File: config.mk
export PLATFORM = sky130hd
export DESIGN_NAME = huffman_decoder
export DESIGN_NICKNAME = d
export VERILOG_FILES = /design/src/rtl/huffman_pkg.sv /design/src/rtl/huffman_decode_table.sv /design/src/rtl/huffman_decoder.sv
export SDC_FILE = /design/constraint.sdc
export NUM_CORES = 1
export LEC_CHECK = 0
export ABC_AREA = 1
export CAP_MARGIN = 20
export CORE_UTILIZATION = 50
export DETAILED_ROUTE_END_ITERATION = 16
export PLACE_DENSITY = 0.72
export SLEW_MARGIN = 40
export SYNTH_ARGS = -nofsm -noshare
export SYNTH_HDL_FRONTEND = slang
export SYNTH_SLANG_ARGS = --single-unit
File: constraint.sdc
create_clock -name clk -period 3.04 [get_ports clk]
set_input_delay 0.608 -clock clk [delete_from_list [all_inputs] [get_ports clk]]
set_output_delay 0.608 -clock clk [all_outputs]
set_load 0.1 [all_outputs]
File: src/rtl/huffman_pkg.sv
// Shared codebook and decoder types for the huffman encoder/decoder pair.
// Codes are canonical. Symbols are ranked as follows: twelve frequent
// characters come first, in a fixed order. The remaining ASCII values follow
// in ascending order. Ranks are then split into tiers of fixed length:
// 4 symbols x 3 bits, 8 x 6, 20 x 8 and 96 x 10. The Kraft sum is below 1,
// so some 10-bit patterns (for example all ones) decode to nothing.
package huffman_pkg;

  localparam int MAX_LEN = 10;
  localparam int NUM_SYM = 128;
  localparam int NUM_HOT = 12;

  // Rank boundaries of each length tier.
  localparam int TIER0_END = 4;   // 3-bit codes
  localparam int TIER1_END = 12;  // 6-bit codes
  localparam int TIER2_END = 32;  // 8-bit codes; 10-bit codes above this rank

  // First canonical code of each tier.
  localparam int BASE0 = 0;
  localparam int BASE1 = 32;
  localparam int BASE2 = 160;
  localparam int BASE3 = 720;

  // Frequent characters in rank order: ' ' e t a o i n s h r d l
  localparam logic [6:0] HOT_SYM [NUM_HOT] = '{
    7'h20, 7'h65, 7'h74, 7'h61, 7'h6F, 7'h69,
    7'h6E, 7'h73, 7'h68, 7'h72, 7'h64, 7'h6C
  };

  typedef enum logic [1:0] {
    COLLECT = 2'd0,
    OUTPUT  = 2'd1,
    ERROR   = 2'd2
  } dec_state_t;

  typedef struct packed {
    logic [6:0] ascii;
    logic       match;
  } lookup_t;

  function automatic int cb_rank(input int a);
    int below;
    int rank;
    below = 0;
    rank  = -1;
    for (int k = 0; k < NUM_HOT; k++) begin
      if (int'(HOT_SYM[k]) == a) rank = k;
      if (int'(HOT_SYM[k]) < a) below++;
    end
    if (rank < 0) rank = NUM_HOT + a - below;
    return rank;
  endfunction

  function automatic logic [3:0] cb_len(input int a);
    int r;
    r = cb_rank(a);
    if (r < TIER0_END)      return 4'd3;
    else if (r < TIER1_END) return 4'd6;
    else if (r < TIER2_END) return 4'd8;
    else                    return 4'd10;
  endfunction

  function automatic logic [MAX_LEN-1:0] cb_code(input int a);
    int r;
    int v;
    r = cb_rank(a);
    if (r < TIER0_END)      v = BASE0 + r;
    else if (r < TIER1_END) v = BASE1 + r - TIER0_END;
    else if (r < TIER2_END) v = BASE2 + r - TIER1_END;
    else                    v = BASE3 + r - TIER2_END;
    return MAX_LEN'(v);
  endfunction

endpackage

File: src/rtl/huffman_decode_table.sv
// Combinational reverse codebook: (code, len) -> (ascii, match).
// There is one comparator per symbol, built from the shared codebook.
// Because the code is prefix-free, at most one comparator fires, so the
// ascii outputs can simply be ORed together.
module huffman_decode_table #(
  parameter int MAX_LEN = huffman_pkg::MAX_LEN
) (
  input  logic [MAX_LEN-1:0] code,
  input  logic [3:0]         len,
  output logic [6:0]         ascii,
  output logic               match
);
  import huffman_pkg::*;

  logic [NUM_SYM-1:0] hit;

  for (genvar i = 0; i < NUM_SYM; i++) begin : g_sym
    localparam int               L = int'(cb_len(i));
    localparam logic [MAX_LEN-1:0] C = MAX_LEN'(cb_code(i));
    localparam logic [MAX_LEN-1:0] M = MAX_LEN'((1 << L) - 1);
    assign hit[i] = (len == 4'(L)) && ((code & M) == C);
  end

  assign match = |hit;

  // OR-merge the one-hot hit vector into the symbol index
  always_comb begin
    ascii = '0;
    for (int i = 0; i < NUM_SYM; i++)
      if (hit[i]) ascii = ascii | 7'(i);
  end

endmodule

File: src/rtl/huffman_decoder.sv
// Bit-serial huffman decoder. Codeword bits are shifted in MSB first while
// the decoder is in COLLECT. After each shift, the shifted value is looked up
// in the shared codebook. A match is held in OUTPUT until the consumer takes
// it. If MAX_LEN bits arrive without a match, the decoder takes a one-cycle
// ERROR detour.
module huffman_decoder #(
  parameter int MAX_LEN = huffman_pkg::MAX_LEN,
  parameter int CNT_W   = 8
) (
  input  logic             clk,
  input  logic             rst_n,
  input  logic             bit_in,
  input  logic             bit_valid,
  output logic             bit_ready,
  input  logic             flush,
  output logic [6:0]       ascii_out,
  output logic [3:0]       sym_len,
  output logic             ascii_valid,
  input  logic             out_ready,
  output logic             error,
  output logic [CNT_W-1:0] sym_count
);
  import huffman_pkg::*;

  dec_state_t         state;
  logic [MAX_LEN-1:0] acc;
  logic [3:0]         len;
  logic [MAX_LEN-1:0] acc_nxt;
  logic [3:0]         len_nxt;
  lookup_t            lk;
  logic               accept;
  logic               xfer;

  assign acc_nxt   = {acc[MAX_LEN-2:0], bit_in};
  assign len_nxt   = len + 4'd1;
  assign bit_ready = (state == COLLECT);
  assign accept    = bit_valid & bit_ready;
  assign xfer      = ascii_valid & out_ready;

  huffman_decode_table #(.MAX_LEN(MAX_LEN)) u_table (
    .code  (acc_nxt),
    .len   (len_nxt),
    .ascii (lk.ascii),
    .match (lk.match)
  );

  // Decoder FSM. Flush takes priority over any accept or transfer.
  always_ff @(posedge clk or negedge rst_n) begin
    if (!rst_n) begin
      state       <= COLLECT;
      acc         <= '0;
      len         <= '0;
      ascii_out   <= '0;
      sym_len     <= '0;
      ascii_valid <= 1'b0;
      error       <= 1'b0;
      sym_count   <= '0;
    end else if (flush) begin
      state       <= COLLECT;
      acc         <= '0;
      len         <= '0;
      ascii_valid <= 1'b0;
      error       <= 1'b0;
    end else begin
      case (state)
        COLLECT: begin
          error <= 1'b0;
          if (accept) begin
            if (lk.match) begin
              ascii_out   <= lk.ascii;
              sym_len     <= len_nxt;
              ascii_valid <= 1'b1;
              acc         <= '0;
              len         <= '0;
              state       <= OUTPUT;
            end else if (len_nxt == 4'(MAX_LEN)) begin
              acc   <= '0;
              len   <= '0;
              error <= 1'b1;
              state <= ERROR;
            end else begin
              acc <= acc_nxt;
              len <= len_nxt;
            end
          end
        end
        OUTPUT: begin
          if (xfer) begin
            ascii_valid <= 1'b0;
            sym_count   <= sym_count + CNT_W'(1);
            state       <= COLLECT;
          end
        end
        ERROR: begin
          error <= 1'b0;
          state <= COLLECT;
        end
        default: state <= COLLECT;
      endcase
    end
  end

endmodule

==> metrics.log <==
[metrics] # setup viols final: 0
[metrics] transition at the pin with the smallest max-transition slack: 663 ps
[metrics] maximum clock frequency: 359 MHz
[metrics] worst path setup slack after routing: 257 ps
[metrics] placed wire-length estimate: 9590 um
[metrics] Worst path top cell family by delay: simple AND/OR/NAND/NOR gates
[metrics] width of the die: 85.6 um
[metrics] R2R setup slack: 260 ps
[metrics] CTS H-Tree Depth: 2
[metrics] clock tree root driver cell: sky130_fd_sc_hd__clkbuf_8
[metrics] CTS Buf Count: 5
[metrics] result of the run: completed
[metrics] Critical Path Fanout Max: 18
[metrics] final number of hold-violating endpoints: 0
[metrics] total area of multi-input combinational cells: 0.00223 sq mm
[metrics] most area-consuming cells after synthesis: sky130_fd_sc_hd__dfrtp_1 26%, sky130_fd_sc_hd__nand2_1 18%, sky130_fd_sc_hd__nor2_1 10%
[metrics] count of buffers inserted at the top-level ports: 27
[metrics] fraction of layout cells with a size suffix above 1: 20.6%
[metrics] startpoint class of the critical path: flip-flop
[metrics] Total Power Consumption: 1320 uW
[metrics] mean instance size in the synthesized netlist: 6.17 sq um
[metrics] Worst setup EP type: flip-flop
[metrics] Avg Vias per Cell: 5.85
[metrics] Top-Level Pins: 28
[metrics] Post-Syn Nets: 577
[metrics] total clock sinks: 36
[metrics] leading register cell type out of synthesis: sky130_fd_sc_hd__dfrtp_1
[metrics] power per cell area: 315 mW/mm^2
[metrics] 1st-pass router iterations: 6
[metrics] Hold WC Path Type: input port to asynchronous set/reset pin
[metrics] total routing resource utilization after global routing: 34.5%
[metrics] worst max-slew margin expressed relative to the limit: 55.4%
[metrics] combined flip-flop and latch cell area: 901 sq um
[metrics] Slew Limit Fails: 0
[metrics] first-pass GRT wire length: 19600 um
[metrics] Critical Path AT: 2960 ps
[metrics] insertion delay to the later sink of the worst-skew pair: 290 ps
[metrics] Yosys warning total: 0
[metrics] list of most frequent post-synthesis cells: 168 x sky130_fd_sc_hd__nand2_1, 93 x sky130_fd_sc_hd__nor2_1, 56 x sky130_fd_sc_hd__inv_1, 43 x sky130_fd_sc_hd__nand3_1, 36 x sky130_fd_sc_hd__dfrtp_1
[metrics] number of global-route vias before repair: 4001
[metrics] layout overhead on the synthesized area: 20.4%
[metrics] maximum clock skew at final layout: 8.85 ps
[metrics] starting DRC count in detailed routing: 581
[metrics] proportion of netlist area held by the largest area contributor: 25.8%
[metrics] site row count: 30
[metrics] y dimension of the die: 85.6 um
[metrics] initial core utilization: 51.7%
[metrics] max-cap violations: 0
[metrics] ys async rst share: 100%
[metrics] Final Instance Area: 0.00420 sq mm
[metrics] critical path start-end classification: flip-flop to flip-flop
[metrics] Max clock buf depth: 2
[metrics] net count reported at finish: 647
[metrics] Max stage delay on crit path: 510 ps
[metrics] fillcell total: 644
[metrics] Inserted Diodes: 0
[metrics] number of vias in the routed layout: 4197
[metrics] Worst Reg-to-Reg Cells: 15
[metrics] portion of the clock cycle consumed by the worst path in the final layout: 91.6%
[metrics] reg2reg start: len[1]$_DFFE_PN0P_
[metrics] Die ar.: 0.00732 sq mm
[metrics] Reg-to-Reg End: ascii_out[0]$_DFFE_PN0P_
[metrics] Core Region: 0.00676 sq mm
[metrics] clock tree from TritonCTS: done
[metrics] number of standard cells in the layout, taps in and fillers out: 717
[metrics] clock period minus worst slack: 2780 ps
[metrics] Crit path buffers/inverters: 2
[metrics] worst path required time: 3220 ps
[metrics] final core occ: 62.2%
[metrics] critical path cell sequence: ha_2, xnor2_4, buf_4, nand4_1, nor2_1, nor2_1, nand2_1, nor2_1, nand2_1, nor2_4, nand2_4, nand2_4, inv_2, nand2_1, nand2_1
[metrics] top cell type by total area after synthesis: sky130_fd_sc_hd__dfrtp_1
[metrics] weighted congestion reported at the end of routability-driven placement: 1.06
[metrics] most frequent cell after synthesis: sky130_fd_sc_hd__nand2_1
[metrics] remaining routing DRC violations: 0
[metrics] slowest library cell on the worst path: sky130_fd_sc_hd__dfrtp_1
[metrics] Peak supply drop: 0.685 mV
[metrics] average wire length per cell after detail routing: 17.1 um
[metrics] number of enable flip-flop cells after synthesis: 0
[metrics] total length of routed wires: 12200 um
[metrics] total grt overflow: 0
[metrics] Antenna Nets Post-Route: 0
[metrics] placed cell areas: 0.00406 sq mm
[metrics] Post-Synthesis Cell Area: 0.00349 sq mm
[metrics] minimum setup slack after placement: -293 ps
[metrics] Netlist cell types: 44
[metrics] synthesized flop and latch total: 36
[metrics] cells after synthesis: 566
[metrics] part of the Yosys area used for sequential elements: 25.8%
[metrics] Worst path most repeated cell: sky130_fd_sc_hd__nand2_1
[metrics] clock input transition at the sequential cells of the worst setup and hold paths: 80 ps
[metrics] Leakage Power: 0.00230 uW
[metrics] unrepaired setup endpoints after global routing: no
[metrics] number of antenna violations at the first check in global routing: 0
[metrics] pin count of the biggest net entering global routing: 37
[metrics] Placed Cells: 708
==> cell type report <==
cell class                 instances  share of cell area (%)
tap                               80                    2.38
clock inverter                     3                    1.10
sequential                        36                    21.4
multi-input combinational        449                    53.1
inverter                          67                    5.98
timing repair buffer              77                    14.3
clock buffer                       5                    1.64
==> logic make-up (layout without fill, tap and decap cells) <==
kind of cell	count (synthesis)	count (layout)	synth area share [%]
simple gates	387	387	51.5
buf+inv	81	152	10.3
xor+xnor	8	8	2.54
flops	36	36	25.8
fa+ha+maj	5	5	1.79
compound gates	49	49	8.10
==> what timing repair did <==
item | in CTS | in global routing
buffers inserted | 1 | 0
hold buffers | 0 | 0
resized for setup | 0 | 2
pin swaps | 1 | 0
setup endpoints to repair | 2 | 26
==> layer usage <==
layer	GRT usage [%]	wire, um
met3	4.62	1030
met2	56.0	5600
met5	0	0
met1	43.8	4930
met4	21.4	689
==> registers in the layout (all words and copies together) (netlist names) <==
register and count:
acc 9, state 2, sym_len 4, len 4
error 1, ascii_out 7, sym_count 8, ascii_valid 1
==> placed cells by master, fill, tap and decap left out, drive strengths merged, types with 5 or more instances in the layout <==
master,instances
nand4,17
clkbuf,5
nand2,177
dfrtp,36
inv,67
nor2,104
o21ai,22
ha,5
a21oi,17
nor3,24
xor2,6
buf,73
nand3,55
==> per-stage QoR <==
| stage | hold WS [ps] | TNS [ps] |
|---|---|---|
| global route | 301 | 0 |
| global placement | 465 | -4750 |
| detailed placement | 465 | -5250 |
| floorplan | 312 | 0 |
| finish | 259 | 0 |
| CTS | 416 | 0 |
==> worst max-delay path by stage <==
stage,from,cells after the start,slack [ps],to
6_report,len[1]$_DFFE_PN0P_,15,260,ascii_out[0]$_DFFE_PN0P_
5_1_grt,len[1]$_DFFE_PN0P_,15,40,ascii_out[0]$_DFFE_PN0P_
4_1_cts,bit_in,18,70,ascii_out[0]$_DFFE_PN0P_
3_5_place_dp,bit_in,17,-290,len[1]$_DFFE_PN0P_
3_3_place_gp,bit_in,17,-260,len[1]$_DFFE_PN0P_
2_1_floorplan,state[1]$_DFFE_PN0P_,6,5,len[2]$_DFFE_PN0P_
==> worst reg2reg max path: stages (launching register included) <==
cell and delay, ps:
sky130_fd_sc_hd__dfrtp_1 510, sky130_fd_sc_hd__ha_2 320, sky130_fd_sc_hd__xnor2_4 120, sky130_fd_sc_hd__buf_4 190, sky130_fd_sc_hd__nand4_1 280, sky130_fd_sc_hd__nor2_1 70, sky130_fd_sc_hd__nor2_1 210, sky130_fd_sc_hd__nand2_1 120
sky130_fd_sc_hd__nor2_1 100, sky130_fd_sc_hd__nand2_1 90, sky130_fd_sc_hd__nor2_4 150, sky130_fd_sc_hd__nand2_4 80, sky130_fd_sc_hd__nand2_4 180, sky130_fd_sc_hd__inv_2 110, sky130_fd_sc_hd__nand2_1 80, sky130_fd_sc_hd__nand2_1 50
==> where the power goes <==
part	switching (uW)	leakage, uW	internal (uW)
logic	266	0.00176	98.3
clock network	189	0.0000548	247
registers	23.3	0.000483	501
total	478	0.00230	847
Note: power is estimated with default switching activity, not from simulation.
